[src/rtl/tracker_pkg.sv]
// Shared types and widths for the per-object motion tracker.
package tracker_pkg;

  localparam int X_W  = 11;
  localparam int Y_W  = 10;
  localparam int XV_W = X_W + 1;
  localparam int YV_W = Y_W + 1;

  typedef enum logic [1:0] {
    SEARCH  = 2'd0,
    ACQUIRE = 2'd1,
    TRACK   = 2'd2,
    COAST   = 2'd3
  } state_t;

  // Per-frame action applied identically to both axes.
  typedef enum logic [2:0] {
    CMD_HOLD      = 3'd0,  // keep position and velocity
    CMD_LOAD_ZERO = 3'd1,  // load the centroid, velocity 0
    CMD_LOAD_VEL  = 3'd2,  // velocity = new - old, load the centroid
    CMD_PREDICT   = 3'd3,  // position += velocity (clamped), keep velocity
    CMD_CLEAR_VEL = 3'd4   // keep position, velocity 0
  } axis_cmd_t;

endpackage

[src/rtl/object_tracker_if.sv]
// Centroid-in / track-out bundle between the centroid stage and the tracker.
interface object_tracker_if;
  import tracker_pkg::*;

  logic                   frame_done;
  logic [X_W-1:0]         x_center;
  logic [Y_W-1:0]         y_center;
  logic [X_W-1:0]         x_track;
  logic [Y_W-1:0]         y_track;
  logic signed [XV_W-1:0] x_vel;
  logic signed [YV_W-1:0] y_vel;
  logic                   track_valid;
  logic [1:0]             state;
  logic                   update;

  modport master (
    output frame_done, x_center, y_center,
    input  x_track, y_track, x_vel, y_vel, track_valid, state, update
  );

  modport slave (
    input  frame_done, x_center, y_center,
    output x_track, y_track, x_vel, y_vel, track_valid, state, update
  );

endinterface

[src/rtl/axis_tracker.sv]
// One axis of the tracker: holds position and velocity, evaluates the
// jump test against the current (possibly predicted) position, and applies
// the per-frame command chosen by the FSM.
module axis_tracker
  import tracker_pkg::*;
#(
  parameter int W        = 11,
  parameter int MAX_JUMP = 200
) (
  input  logic                clk,
  input  logic                reset,
  input  logic                en,
  input  axis_cmd_t           cmd,
  input  logic [W-1:0]        center,
  output logic                jump,
  output logic [W-1:0]        pos,
  output logic signed [W:0]   vel
);

  localparam logic [W:0] JUMP_LIM = W'(MAX_JUMP) + (W+1)'(0);

  logic signed [W:0]   diff;
  logic [W:0]          adiff;
  logic signed [W+1:0] sum;

  // Prediction saturates at the frame edges instead of wrapping.
  function automatic logic [W-1:0] sat_pos(input logic signed [W+1:0] s);
    if (s < 0)
      return '0;
    else if (s > $signed({2'b00, {W{1'b1}}}))
      return '1;
    else
      return s[W-1:0];
  endfunction

  // Difference is one bit wider than the operands so it never overflows;
  // it doubles as the new velocity.
  always_comb begin
    diff  = $signed({1'b0, center}) - $signed({1'b0, pos});
    adiff = (diff < 0) ? W'(0) - diff : diff;
    jump  = (adiff > JUMP_LIM);
    sum   = $signed({2'b00, pos}) + $signed({vel[W], vel});
  end

  // Position/velocity update on each frame strobe.
  always_ff @(posedge clk or posedge reset) begin
    if (reset) begin
      pos <= '0;
      vel <= '0;
    end else if (en) begin
      unique case (cmd)
        CMD_LOAD_ZERO: begin
          pos <= center;
          vel <= '0;
        end
        CMD_LOAD_VEL: begin
          pos <= center;
          vel <= diff;
        end
        CMD_PREDICT:   pos <= sat_pos(sum);
        CMD_CLEAR_VEL: vel <= '0;
        default: ;
      endcase
    end
  end

endmodule

[src/rtl/object_tracker.sv]
// Per-object acquire/track/coast tracker. Once per frame_done strobe the
// FSM classifies the centroid (none / good / jump) and issues one command
// to both axis datapaths; outputs are valid from the strobe edge onward.
module object_tracker
  import tracker_pkg::*;
#(
  parameter int ACQUIRE_FRAMES = 3,
  parameter int MISS_LIMIT     = 8,
  parameter int MAX_JUMP       = 200
) (
  input  logic             clk,
  input  logic             reset,
  object_tracker_if.slave  bus
);

  localparam logic [3:0] ACQ_N  = 4'(ACQUIRE_FRAMES);
  localparam logic [3:0] MISS_N = 4'(MISS_LIMIT);

  state_t     state_q, state_n;
  logic [3:0] hit_q, hit_n;
  logic [3:0] miss_q, miss_n;
  logic       valid_q;
  logic       update_p1;
  axis_cmd_t  cmd;
  logic       x_jump, y_jump;
  logic       det, good;

  axis_tracker #(.W(X_W), .MAX_JUMP(MAX_JUMP)) u_x (
    .clk    (clk),
    .reset  (reset),
    .en     (bus.frame_done),
    .cmd    (cmd),
    .center (bus.x_center),
    .jump   (x_jump),
    .pos    (bus.x_track),
    .vel    (bus.x_vel)
  );

  axis_tracker #(.W(Y_W), .MAX_JUMP(MAX_JUMP)) u_y (
    .clk    (clk),
    .reset  (reset),
    .en     (bus.frame_done),
    .cmd    (cmd),
    .center (bus.y_center),
    .jump   (y_jump),
    .pos    (bus.y_track),
    .vel    (bus.y_vel)
  );

  // Upstream forces (0,0) when too few pixels matched: that means "no object".
  always_comb begin
    det  = (bus.x_center != '0) || (bus.y_center != '0);
    good = det && !(x_jump || y_jump);
  end

  // Next-state, counters and axis command; everything holds without a strobe.
  always_comb begin
    state_n = state_q;
    hit_n   = hit_q;
    miss_n  = miss_q;
    cmd     = CMD_HOLD;
    if (bus.frame_done) begin
      unique case (state_q)
        SEARCH: begin
          if (det) begin
            cmd     = CMD_LOAD_ZERO;
            hit_n   = 4'd1;
            state_n = ACQUIRE;
          end
        end
        ACQUIRE: begin
          if (good) begin
            cmd   = CMD_LOAD_VEL;
            hit_n = hit_q + 4'd1;
            if (hit_q + 4'd1 == ACQ_N)
              state_n = TRACK;
          end else if (det) begin
            cmd   = CMD_LOAD_ZERO;
            hit_n = 4'd1;
          end else begin
            cmd     = CMD_CLEAR_VEL;
            hit_n   = 4'd0;
            state_n = SEARCH;
          end
        end
        TRACK: begin
          if (good) begin
            cmd    = CMD_LOAD_VEL;
            miss_n = 4'd0;
          end else begin
            miss_n = 4'd1;
            if (MISS_N == 4'd1) begin
              // A single tolerated miss is already the limit: drop the track.
              cmd     = CMD_CLEAR_VEL;
              state_n = SEARCH;
            end else begin
              cmd     = CMD_PREDICT;
              state_n = COAST;
            end
          end
        end
        COAST: begin
          if (good) begin
            cmd     = CMD_LOAD_VEL;
            miss_n  = 4'd0;
            state_n = TRACK;
          end else begin
            miss_n = miss_q + 4'd1;
            if (miss_q + 4'd1 == MISS_N) begin
              cmd     = CMD_CLEAR_VEL;
              state_n = SEARCH;
            end else begin
              cmd = CMD_PREDICT;
            end
          end
        end
        default: ;
      endcase
    end
  end

  // State, counters, registered valid flag and update pulse.
  always_ff @(posedge clk or posedge reset) begin
    if (reset) begin
      state_q   <= SEARCH;
      hit_q     <= '0;
      miss_q    <= '0;
      valid_q   <= 1'b0;
      update_p1 <= 1'b0;
    end else begin
      state_q   <= state_n;
      hit_q     <= hit_n;
      miss_q    <= miss_n;
      valid_q   <= (state_n == TRACK) || (state_n == COAST);
      update_p1 <= bus.frame_done;
    end
  end

  assign bus.state       = state_q;
  assign bus.track_valid = valid_q;
  assign bus.update      = update_p1;

endmodule
[src/flat_wrapper.sv]
// flat-port wrapper written by rule: the top's interface ports become plain ports
module object_tracker_flat import tracker_pkg::*;
#(
  parameter int ACQUIRE_FRAMES = 3,
  parameter int MISS_LIMIT     = 8,
  parameter int MAX_JUMP       = 200
)
  (clk, reset, bus_frame_done, bus_x_center, bus_y_center, bus_x_track, bus_y_track, bus_x_vel, bus_y_vel, bus_track_valid, bus_state, bus_update);
  object_tracker_if bus_i ();
  input  logic clk;
  input  logic reset;
  input wire logic [$bits(bus_i.frame_done)-1:0] bus_frame_done;
  input wire logic [$bits(bus_i.x_center)-1:0] bus_x_center;
  input wire logic [$bits(bus_i.y_center)-1:0] bus_y_center;
  output wire logic [$bits(bus_i.x_track)-1:0] bus_x_track;
  output wire logic [$bits(bus_i.y_track)-1:0] bus_y_track;
  output wire logic [$bits(bus_i.x_vel)-1:0] bus_x_vel;
  output wire logic [$bits(bus_i.y_vel)-1:0] bus_y_vel;
  output wire logic [$bits(bus_i.track_valid)-1:0] bus_track_valid;
  output wire logic [$bits(bus_i.state)-1:0] bus_state;
  output wire logic [$bits(bus_i.update)-1:0] bus_update;
  assign bus_i.frame_done = bus_frame_done;
  assign bus_i.x_center = bus_x_center;
  assign bus_i.y_center = bus_y_center;
  assign bus_x_track = bus_i.x_track;
  assign bus_y_track = bus_i.y_track;
  assign bus_x_vel = bus_i.x_vel;
  assign bus_y_vel = bus_i.y_vel;
  assign bus_track_valid = bus_i.track_valid;
  assign bus_state = bus_i.state;
  assign bus_update = bus_i.update;
  object_tracker #(.ACQUIRE_FRAMES(ACQUIRE_FRAMES), .MISS_LIMIT(MISS_LIMIT), .MAX_JUMP(MAX_JUMP)) u_core (.clk(clk), .reset(reset), .bus(bus_i));
endmodule
[config.mk]
export PLATFORM = sky130hd
export DESIGN_NAME = object_tracker_flat
export DESIGN_NICKNAME = d
export VERILOG_FILES = /design/src/rtl/tracker_pkg.sv /design/src/rtl/object_tracker_if.sv /design/src/rtl/axis_tracker.sv /design/src/rtl/object_tracker.sv /design/src/flat_wrapper.sv
export SDC_FILE = /design/constraint.sdc
export NUM_CORES = 1
export LEC_CHECK = 0
export ABC_AREA = 1
export CORE_ASPECT_RATIO = 0.6
export CORE_MARGIN = 1
export CORE_UTILIZATION = 55
export DETAILED_ROUTE_END_ITERATION = 10
export PLACE_DENSITY = 0.79
export SLEW_MARGIN = 5
export SYNTH_ARGS = -nofsm -noshare
export SYNTH_HDL_FRONTEND = slang
export SYNTH_SLANG_ARGS = --single-unit
[constraint.sdc]
create_clock -name clk -period 6.4 [get_ports clk]
set_clock_uncertainty 0.15 [all_clocks]
set_input_delay 0.64 -clock clk [delete_from_list [all_inputs] [get_ports clk]]
set_output_delay 0.64 -clock clk [all_outputs]
set_load 0.005 [all_outputs]
After elaboration in Yosys (flattened, before gate mapping)
Cells that the tools add are included.
- add/subtract/negate cells: 8
- order comparisons: 8
- reductions and logical operators: 18
- mux-type cells: 34
- equality and inequality tests: 12
- operators with widths (operator ; number):
    $pmux W11 S2 ; 2
    $mux W11 ; 3
    $lt A12 B1 Y1 const B ; 2
    $pmux W12 S2 ; 1
    $mux W10 ; 2
    $pmux W10 S2 ; 1
    $mux W2 ; 8
    $pmux W4 S2 ; 2
    $mux W3 ; 5
    $add A12 B12 Y13 ; 1
    $gt A13 B12 Y1 const B ; 1
    $lt A13 B1 Y1 const B ; 1
    $add A11 B11 Y12 ; 1
    $gt A12 B11 Y1 const B ; 1
    $gt A12 B8 Y1 const B ; 1
    $mux W12 ; 1
    $mux W4 ; 3
    $pmux W3 S4 ; 1
    $sub A1 B12 Y12 const A ; 1
    $sub A11 B11 Y12 ; 1
    $gt A11 B8 Y1 const B ; 1
    $lt A11 B1 Y1 const B ; 1
    $reduce_bool A11 Y1 ; 1
    $sub A1 B11 Y11 const A ; 1
    21 further kinds ; 37
- register bits: 56
- word-level logic and storage cells: 89
- output and inout bits: 48

Depth between registers and ports, before layout
- depth in word-level cells: 14
- gate-level depth with buffers: 26
- gate-level depth less buffers: 25

Hierarchy
A second synthesis with hierarchy kept.
- cells, all modules: 874
- area, all modules: 5751.8 µm²
- by module, submodules not included (module ; cells each ; area an instance (µm²) ; times used):
    axis_tracker at u_core.u_x ; 407 ; 2641.3 ; 1
    axis_tracker at u_core.u_y ; 343 ; 2210.9 ; 1
    object_tracker ; 124 ; 899.6 ; 1

Least setup slack after synthesis
No wires, ideal clock.
- path kind: input to register
- start: input bus_x_center[0]
- end: register u_core.u_x.vel[8]
- buffers on the path: 2
- stages on the path: 22
- arrival: 3.130 ns
- setup time: 0.121 ns
- slack: 2.998 ns
- cells stage by stage: inv_1 -> ha_1 -> fa_1 -> nand2_1 -> a21oi_1 -> nand3_2 -> nor2_2 -> nand3_2 -> nand2_2 -> nand3_1 -> nand2_1 -> nand2_1 -> nor2_4 -> nand4_4 -> nand2_2 -> nand3_4 -> nand2_2 -> buf_6 -> nand2_4 -> buf_6 -> nand4_1 -> nand2_1
- longest elaborated chain between the ends: 14
- ends and longest elaborated chain (item ; RTL line ; RTL):
    start, declared ; flat_wrapper.sv:13 ; input wire logic [$bits(bus_i.x_center)-1:0] bus_x_center;
    $sub A11 B11 Y12 ; axis_tracker.sv:39 ; diff = $signed({1'b0, center}) - $signed({1'b0, pos});
    $sub A1 B12 Y12 or $lt A12 B1 Y1 (tied branches) ; axis_tracker.sv:40 ; adiff = (diff < 0) ? W'(0) - diff : diff;
    $mux W12 ; axis_tracker.sv:40 ;
    $gt A12 B8 Y1 ; axis_tracker.sv:41 ; jump = (adiff > JUMP_LIM);
    $logic_or A1 B1 Y1 ; object_tracker.sv:53 ; good = det && !(x_jump || y_jump);
    $logic_not A1 Y1 ; object_tracker.sv:53 ;
    $logic_and A1 B1 Y1 ; object_tracker.sv:53 ;
    $mux W3, or another cell as far along ; object_tracker.sv:103 ; if (good) begin
    $pmux W3 S4 ; object_tracker.sv:63 ; unique case (state_q)
    $mux W3 ; object_tracker.sv:62 ; if (bus.frame_done) begin
    $eq A3 B3 Y1 or $eq A3 B1 Y1 (tied branches) ; axis_tracker.sv:51 ; unique case (cmd)
    $reduce_or A2 Y1 (no source line) ; - ;
    $reduce_bool A2 Y1 (no source line) ; - ;
    $reduce_and A2 Y1 (no source line) ; - ;
    end signal, assigned ; axis_tracker.sv:58 ; vel <= diff;
    end, declared ; axis_tracker.sv:17 ; output logic signed [W:0] vel
Parallel ways exist; a longest one is shown, timed or not.
A chain may end at the register's enable or synchronous reset.

Final worst setup path
- start: input bus_x_center[0]
- end: register u_core.u_x.pos[0]
- longest elaborated chain between the ends: 14
- ends and longest elaborated chain (item ; RTL line ; RTL):
    $sub A11 B11 Y12 ; axis_tracker.sv:39 ;
    $sub A1 B12 Y12 or $lt A12 B1 Y1 (tied branches) ; axis_tracker.sv:40 ;
    $mux W12 ; axis_tracker.sv:40 ;
    $gt A12 B8 Y1 ; axis_tracker.sv:41 ;
    $logic_or A1 B1 Y1 ; object_tracker.sv:53 ;
    $logic_not A1 Y1 ; object_tracker.sv:53 ;
    $logic_and A1 B1 Y1 ; object_tracker.sv:53 ;
    $mux W3, or another cell as far along ; object_tracker.sv:103 ;
    $pmux W3 S4 ; object_tracker.sv:63 ;
    $mux W3 ; object_tracker.sv:62 ;
    $eq A3 B2 Y1 or $eq A3 B1 Y1 (tied branches) ; axis_tracker.sv:51 ;
    $reduce_or A2 Y1 (no source line) ; - ;
    $reduce_bool A2 Y1 (no source line) ; - ;
    $reduce_and A2 Y1 (no source line) ; - ;
    end signal, assigned ; axis_tracker.sv:53 ; pos <= center;
    end signal, assigned ; axis_tracker.sv:57 ; pos <= center;
    end signal, assigned ; axis_tracker.sv:60 ; CMD_PREDICT: pos <= sat_pos(sum);
    end, declared ; axis_tracker.sv:16 ; output logic [W-1:0] pos,
Parallel ways exist; a longest one is shown, timed or not.

==> impl_metrics.toml <==
[status]
run_status = "finished clean"

[min_path]
min_path_type = "register to register"

[power_and_ir_drop]
total_power_mw = 1.701
leakage_nw = 3.570
irDropWorstVdd_mv = 0.1834
power.density_cell_area_nw_per_um2 = 262.2

[critical_path]
critical_path.cell_chain = "clkdlybuf4s50_1, inv_1, ha_1, fa_1, inv_1, nand2_1, a21oi_1, nand3_2, nor2_2, nand3_2, nand2_2, nand3_1, nand2_1, nand2_1, nor2_4, nand4_4, nand2_2, nand3_4, nand2_2, nand2_2, inv_2, nand2_1, nand2_1"
crit_path_class = "primary input to register"
required_ps = 6490
cp-end-kind = "register"
path_common_cell = "sky130_fd_sc_hd__nand2_1"
crit_slowest_cell = "sky130_fd_sc_hd__clkdlybuf4s50_1"
crit_arrival_ps = 5050
worst_path_bufs_invs = 4
critical_path.startpoint_type = "primary input"
worst_stage_delay_on_the_critical_path_ps = 500
crit_path_max_fo = 24
worst_path_dominant_cell_family = "simple AND/OR/NAND/NOR gates"

[sta]
setup_tns_ps = 0
setup_ws_ps = 1444
relSlewSlack_pct = 26.44
slew_violations = 0
worst-slew-pin-transition_ps = 1100
grt_setup_unrepaired = "no"
finalCritPeriodShare_pct = 77.44
setup_viol = 0
timing_limited_maximum_frequency_ghz = 0.2018
hold_viol_final = 0
final_period_minus_worst_setup_slack_ps = 4956

[global_routing]
grt_util_all_layers_pct = 32.63
grt_pass1_vias = 5405
wire_length_of_the_first_global_routing_pass_um = 27110
grt_max_degree = 57
overflow = 0
grt_antenna_before_repair = 0

[floorplanning]
rows = 28
io_pins = 72
placeableCoreArea_um2 = 9844
initial_core_util_pct = 56.71
die_x_um = 132.1
die_area_um2 = 10570
die_height_um = 80.04

[clock_tree]
post_cts_hold_buffer_count = 0
clockBufferDepth = 2
insertion_delay_ps = 300
cts_setup_buffers = 0
worst_setup_hold_path_clk_slew_ps = 80
tritoncts.num_buffers = 5
cts_repair_resize_count = 0
cts_num_sinks = 56
cts_tree = "built"
root_buffer = "sky130_fd_sc_hd__clkbuf_16"
htree_num_levels = 2

[finish]
post_route_cells_drive_above_1_share_pct = 4.525
num_antenna_cells = 0
layout.nets = 978
area.growth.synth_to_final_pct = 16.23
fin_area_um2 = 6489
fin_cells = 1041

[yosys]
syn-cell-area_um2 = 5583
synth_seq_area_share_pct = 25.10
synthesis.yosys.warnings = 0
mappedNetlistNets = 922
total_of_flip_flops_plus_latches_after_synthesis = 56
netlist-cell-type-count = 42
syn_area_per_cell_um2 = 6.576
synth_instances = 849

[placed_design]
detailed_place_hpwl_um = 13280
place_congestion = 0.9348
port_buffers = 71
placedInstanceArea_um2 = 6341
placement.setup.worst_slack_ps = 1232
place_inst = 1033

[drt]
firstDrtPassIters = 5
viasPerCell = 5.866
drt.antenna.violating_nets = 0
drc = 0
post_drt_wl_per_cell_um = 16.31
wl_um = 16980
detailedRoute.firstIterationViolations = 555
num_vias = 6106

[flow_run]
cap_violations = 0
synth_stat cells, drive strengths merged:
cell type | instances | area share, %
a21boi | 2 | 0.27
fa | 4 | 1.4
o21ai | 18 | 1.6
clkbuf | 6 | 0.40
xnor2 | 5 | 0.78
nand3b | 5 | 0.67
nor2 | 43 | 3.2
inv | 132 | 8.9
nand3 | 81 | 7.8
a21oi | 38 | 3.7
o211ai | 3 | 0.40
o2111ai | 1 | 0.16
o31ai | 2 | 0.27
nand4 | 84 | 9.7
ha | 45 | 10
nor3 | 7 | 0.63
dfrtp | 56 | 25
o21a | 1 | 0.13
o21bai | 2 | 0.27
or2 | 1 | 0.11
clkinv | 1 | 0.067
and3 | 1 | 0.11
o22ai | 4 | 0.45
a21o | 1 | 0.13
xor2 | 16 | 2.5
nor4 | 1 | 0.11
nand2 | 268 | 19
buf | 20 | 2.3
o311ai | 1 | 0.16
worst min-delay path, stage by stage (launching register included):
cell and delay, ps:
sky130_fd_sc_hd__dfrtp_1 370, sky130_fd_sc_hd__nand2_1 60, sky130_fd_sc_hd__nand2_1 60
metal layers:
layer  global-route usage, %  wire, µm
met1                   48.60      8181
met2                   46.46      6766
met3                   8.317      1833
met4                   7.093       197
met5                       0         0
layout make-up:
type,instances,area (µm²)
Sequential cell,56,1401
Inverter,133,499.2
Clock buffer,5,125.1
Multi-Input combinational cell,634,3531
Fill cell,887,3356
Clock inverter,3,22.52
Timing Repair Buffer,75,740.7
Tap cell,135,168.9
stage by stage:
| stage | util (%) | hold WS (ps) |
|---|---|---|
| finish | 65.91 | 361.7 |
| global route | 65.91 | 393.0 |
| CTS | 65.91 | 362.5 |
| detailed placement | 64.41 | 343.8 |
| global placement | 64.41 | 341.2 |
| floorplan | - | 319.7 |
cells in the final DEF, fill, tap and decap left out, drive strengths merged, types with 7 or more instances in the layout:
master,count
xor2,16
o21ai,18
nor2,43
ha,45
nor3,7
dfrtp,56
inv,133
nand4,84
nand2,268
clkdlybuf4s50,71
a21oi,38
nand3,81
state kept, by name, indices dropped and copies added (netlist names):
register                flops
u_core.u_x.vel             12
u_core.u_x.pos             11
u_core.u_y.vel             11
u_core.u_y.pos             10
u_core.hit_q                4
u_core.miss_q               4
u_core.bus.state            2
u_core.bus.track_valid      1
u_core.bus.update           1
path summary, 6_finish.rpt:
path / slack (ps) / from / to / cells past startpoint
setup / recovery: 1440 / bus_x_center[0] / u_core.u_x.pos[0] / 23
hold / removal: 360 / u_core.miss_q[3] / u_core.miss_q[3] / 2
setup reg to reg: 1860 / u_core.u_x.pos[0] / u_core.u_x.pos[0] / 21
hold reg to reg: 360 / u_core.miss_q[3] / u_core.miss_q[3] / 2
max in group asynchronous: 4890 / reset / u_core.u_x.pos[5] / 3
min in group asynchronous: 700 / reset / u_core.hit_q[2] / 3
where the power goes:
part	switching, mW	leakage, nW	internal [mW]
logic	0.601	2.76	0.348
clock network	0.141	0.0742	0.147
registers	0.0711	0.733	0.394
total	0.813	3.57	0.889
kinds of logic (layout without fill, tap and decap cells):
family                   after synthesis  after routing  share of synthesized area, %
AO/OA/AOI/OAI                         73             73                         7.598
adder cells (fa/ha/maj)               49             49                         11.52
flip-flops                            56             56                         25.10
buffers and inverters                159            216                         11.65
XOR/XNOR                              21             21                         3.294
AND/OR/NAND/NOR                      491            491                         40.83
Power figures use the tool's default switching activity.
